## src/rtl/bitmap_index_encoder.sv

```systemverilog
// Serialises an 8-bit multi-hot bitmap into one binary index per output beat, lowest first.
// First beat 1 cycle after acceptance; a stalled beat holds all outputs and state until out_ready.
module bitmap_index_encoder #(
   parameter int N  = 8,
   parameter int IW = 3
) (
   input  logic          clk,
   input  logic          rst_n,
   input  logic          in_valid,
   output logic          in_ready,
   input  logic [N-1:0]  in_vec,
   output logic          out_valid,
   input  logic          out_ready,
   output logic [IW-1:0] out_idx,
   output logic          out_last,
   output logic          out_zero
);

   typedef enum logic {IDLE, EMIT} state_t;

   state_t         state;
   logic [N-1:0]   pend;
   logic           zf;
   logic [IW-1:0]  lo_idx;
   logic           single_bit;

   // Descending scan so the lowest set bit wins; pend == 0 leaves index 0.
   always_comb begin
      lo_idx = '0;
      for (int i = N - 1; i >= 0; i--) begin
         if (pend[i]) lo_idx = IW'(i);
      end
   end

   assign single_bit = (pend != '0) && ((pend & (pend - N'(1))) == '0);

   assign in_ready  = (state == IDLE);
   assign out_valid = (state == EMIT);
   assign out_idx   = lo_idx;
   assign out_last  = out_valid && (zf || single_bit);
   assign out_zero  = zf;

   always_ff @(posedge clk or negedge rst_n) begin
      if (!rst_n) begin
         state <= IDLE;
         pend  <= '0;
         zf    <= 1'b0;
      end else begin
         case (state)
            IDLE: begin
               if (in_valid) begin
                  pend  <= in_vec;
                  zf    <= (in_vec == '0);
                  state <= EMIT;
               end
            end
            EMIT: begin
               if (out_ready) begin
                  // The zero marker beat owns no pend bit; it retires the flag instead.
                  if (zf) zf <= 1'b0;
                  else    pend[lo_idx] <= 1'b0;
                  if (out_last) state <= IDLE;
               end
            end
            default: state <= IDLE;
         endcase
      end
   end

endmodule

```

## config.mk

```make
export PLATFORM = sky130hd
export DESIGN_NAME = bitmap_index_encoder
export DESIGN_NICKNAME = d
export VERILOG_FILES = /design/src/rtl/bitmap_index_encoder.sv
export SDC_FILE = /design/constraint.sdc
export NUM_CORES = 1
export LEC_CHECK = 0
export CORE_MARGIN = 2
export CORE_UTILIZATION = 35
export CTS_CLUSTER_SIZE = 40
export DETAILED_ROUTE_END_ITERATION = 7
export PLACE_DENSITY_LB_ADDON = 0.2
export SLEW_MARGIN = 20
export SYNTH_ARGS = -nofsm -noshare
export SYNTH_HDL_FRONTEND = slang
export SYNTH_SLANG_ARGS = --single-unit
```

## constraint.sdc

```tcl
create_clock -name clk -period 2.5 [get_ports clk]
set_input_delay 0.75 -clock clk [delete_from_list [all_inputs] [get_ports clk]]
set_output_delay 0.75 -clock clk [all_outputs]
set_load 0.01 [all_outputs]
```

==> reports/summary.md <==
After technology mapping, the gate count stands at 74. The wire length of the first global-routing pass is 3174 um, and the endpoint required time on the critical path is 1.75 ns. Across all hold checks on the routed design, the worst slack comes to 0.6270 ns. The tools report the number of antenna cells inserted as 0. The count of nets left with antenna violations once routing finished came out at 0. Counting flops with an async set or reset pin after synthesis yields a share of 100.0%. Clock-pin slew was measured on the worst setup and hold paths at 0.06 ns. The routed layout has 747 vias. Number of buffers and inverters on the critical path: 1. The post-route clock period utilization works out to 108.6%.

The kind of critical path is reg -> out. For this run, the detailed router's first-pass iteration total came to 4. Measured on the finished design, the core utilization comes to 59.29%. The synthesized area was 673.1 um2; the number of enable-type register cells in the synthesized netlist was 0.

For the worst-skew pair, the clock arrives at the later sink with an insertion delay of 0.26 ns. The startpoint identified for the worst register-to-register timing path is pend[2]. The Yosys step of the flow raised 0 warnings. The tree is rooted in a sky130_fd_sc_hd__clkbuf_4.

The initial antenna violation count came out at 0. The number of standard-cell rows in the floorplan is 15, and the ratio of total power to cell area is 1445 nW/um2. The flip-flop cell with the highest count after synthesis was sky130_fd_sc_hd__dfrtp_1. At the end of routability-driven placement, the weighted congestion stood at 0.7735.

The synthesized netlist contains 35 unique library cells. The number of buffers added to fix hold violations after cts is 0. The run gives -0.4490 ns as the placement-stage worst setup slack. In this run, CTS created clock tree buffers numbering 3. Endpoint class of the critical path: an output pin.

Synthesized area per cell: 9.097 um2. The slew at the pin with the worst max-slew slack was 0.4796 ns; the routed length per instance was 15.43 um. Entering global routing, the biggest net connects 15 pins. For this run, the slowest stage of the critical path takes 0.59 ns. The final net count came out at 121.

Minimum setup slack in the final design: -0.2145 ns. The die covers 2290 um2. The count of buffers inserted at the top-level ports is 18, and the total of max-cap violations is 0.

The proportion of layout cells with a drive suffix above 1 was 27.10%. The relative area change from synthesis to final layout was 55.39%. Setup violations remaining at the end of the flow were counted as 3. The critical-path cell with the highest stage delay was sky130_fd_sc_hd__or4_4. The signal on the critical path passes through or4_4 -> xnor2_2 -> o41ai_2 -> nor2_1 -> o21ai_1 -> buf_2. In the routed design, unresolved DRC markers number 0. The type of the tightest min-delay check was reg -> reg. After global routing the overflow that remains totals 0. The final reports fail on setup timing.

The post-detailed-route via-to-cell ratio is 5.659, and the count of final hold-check violations is 0. After legalization and detailed placement, the total HPWL measured 1440 um. The number of global-route vias before repair came out at 695.

Based on the critical path, the design can be clocked at up to 368.4 MHz. The maximum buffer depth of the clock tree is 2, and the area of the core is 1764 um2. The standard cell area after detailed placement is 954.7 um2. When the netlist entered floorplanning its net count stood at 86.

The critical-path maximum fanout was 4. Tracing the worst setup path back leads to its startpoint at pend[2]. STA classifies the critical path startpoint as a flop. For this configuration, the core starts out at a cell density of 38.16%. The detailed router finished its first iteration with 15 violations. TritonCTS built the clock tree. The count of final max-slew check failures is 0, and the I/O pin count is 19. Of the synthesized area, sequential elements account for 37.17%.

In this run the horizontal extent of the chip is 47.86 um. The signal arrival time at the worst endpoint is 1.96 ns. For the final cell area excluding filler cells, the log shows 1046 um2.

The worst path in the final design needs a cycle of 2.714 ns, including I/O delays and setup. The worst-case IR drop observed on VDD is 0.0007739 V. Setup repair after global routing could not meet its margin everywhere. The startpoint identified for the worst hold timing path is pend[3]. Cell type group with the largest total delay on the critical path: simple AND/OR/NAND/NOR gates. The overall global routing resource usage is 20.60%, and the fraction of post-synthesis cell area in the top cell type by area is 37.17%.

For the maximum level of the CTS H-tree, the log shows 1. Of all cell types, the one taking the most synthesized area is sky130_fd_sc_hd__dfrtp_1. For this design, the sink count on the clock tree is 10.

The run gives 0.0007004 ns as the clock skew after layout. For this design the static power due to leakage is 0.4804 nW. The die span in y came out at 47.86 um. The run gives 67.93% as the headroom to the max-slew limit. By area the synthesized netlist is led by sky130_fd_sc_hd__dfrtp_1, sky130_fd_sc_hd__a221o_1, sky130_fd_sc_hd__a2111oi_4, sky130_fd_sc_hd__nand2_1, sky130_fd_sc_hd__nor2_1. The flow ran to the end, but the final reports show violations.

The total wire length after detailed routing was 2037 um. Synthesis inferred 10 register bits.
==> state kept, by name, indices dropped and copies added, names as in the netlist <==
signal	flops
out_valid	1
pend	8
out_zero	1
==> layout by cell type (no fill, tap or decap), types with 2 or more instances in the layout <==
master                            synthesis  final
sky130_fd_sc_hd__clkbuf_4                 0      3
sky130_fd_sc_hd__nor2_1                   7      6
sky130_fd_sc_hd__nor4_1                   2      2
sky130_fd_sc_hd__o21ai_0                  4      4
sky130_fd_sc_hd__nand2_1                  7      7
sky130_fd_sc_hd__a221o_1                  3      3
sky130_fd_sc_hd__dfrtp_1                 10     10
sky130_fd_sc_hd__clkdlybuf4s50_1          0     15
sky130_fd_sc_hd__buf_6                    1      2
sky130_fd_sc_hd__o311a_1                  2      2
sky130_fd_sc_hd__a31oi_1                  3      3
sky130_fd_sc_hd__buf_4                    0     16
sky130_fd_sc_hd__a22o_1                   3      3
sky130_fd_sc_hd__nor2b_1                  2      2
sky130_fd_sc_hd__nand2b_1                 3      2
sky130_fd_sc_hd__inv_1                    2      2
==> kinds of logic (layout without fill, tap and decap cells) <==
kind of cell	after synthesis	in the layout	share of synthesized area (%)
AO/OA/AOI/OAI	27	27	33.28
XOR/XNOR	1	1	1.301
adder cells (fa/ha/maj)	1	1	1.487
buffers and inverters	7	40	5.204
flip-flops	10	10	37.17
AND/OR/NAND/NOR	28	28	21.56
==> where the power goes <==
group          internal (mW)  switching (mW)  leakage (nW)  total [mW]
Clock                 0.0557          0.0544        0.0138       0.110
Sequential             0.220          0.0929         0.122       0.313
Combinational          0.631           0.457         0.345        1.09
Total                  0.907           0.605         0.480        1.51
==> repair_timing <==
item,in CTS,in global routing
setup buffers,2,2
pin swaps,4,4
gates resized for setup,12,6
setup endpoints to repair,4,3
==> final timing paths <==
path / to / slack, ns / cells past startpoint
min in group asynchronous: pend[6] / 0.81 / 1
setup / recovery: out_last / -0.21 / 6
hold / removal: pend[3] / 0.63 / 2
hold reg to reg: pend[3] / 0.63 / 2
setup reg to reg: pend[0] / 0.42 / 10
max in group asynchronous: out_valid / 1.37 / 1
==> worst reg2reg max path, cell delays in order (launching register included) <==
cell and delay [ns]:
sky130_fd_sc_hd__dfrtp_1 0.38, sky130_fd_sc_hd__or4_4 0.59, sky130_fd_sc_hd__buf_4 0.16, sky130_fd_sc_hd__buf_6 0.10, sky130_fd_sc_hd__buf_4 0.13, sky130_fd_sc_hd__a21oi_4 0.12
sky130_fd_sc_hd__buf_4 0.12, sky130_fd_sc_hd__buf_4 0.09, sky130_fd_sc_hd__o21ai_0 0.07, sky130_fd_sc_hd__o21ai_0 0.11, sky130_fd_sc_hd__a22o_1 0.15
==> through the flow <==
stage	setup TNS [ns]	power, mW	std cells
6_report	-0.5139	1.511	132
5_1_grt	-0.7022	1.624	132
4_1_cts	-0.5173	1.369	130
3_5_place_dp	-0.6432	1.206	125
3_3_place_gp	-0.6169	1.194	125
2_1_floorplan	0	0.8469	74
==> metal layers <==
layer / global-route usage, % / part of all wire, %
met1: 25.40 / 42
met3: 6.792 / 6.5
met2: 34.13 / 51
met4: 5.946 / 0.29
met5: 0 / 0
==> synthesized netlist by cell type (all sizes together), types with 2 or more instances <==
| master | number |
|---|---|
| buf | 2 |
| o311a | 2 |
| nor4 | 2 |
| inv | 2 |
| nand2 | 7 |
| dfrtp | 10 |
| o21ai | 5 |
| nand2b | 3 |
| a21oi | 2 |
| a221o | 3 |
| nor2 | 7 |
| clkbuf | 3 |
| a31oi | 3 |
| nor2b | 2 |
| a22o | 3 |
==> cell type report <==
cell class,instances,area (um2)
multi-input combinational,57,427.9
inverter,2,7.507
clock buffer,3,22.52
sequential,10,250.2
tap,25,31.28
fill,165,718.2
timing repair buffer,35,306.5
No activity file was read; power rests on OpenSTA's default activity.
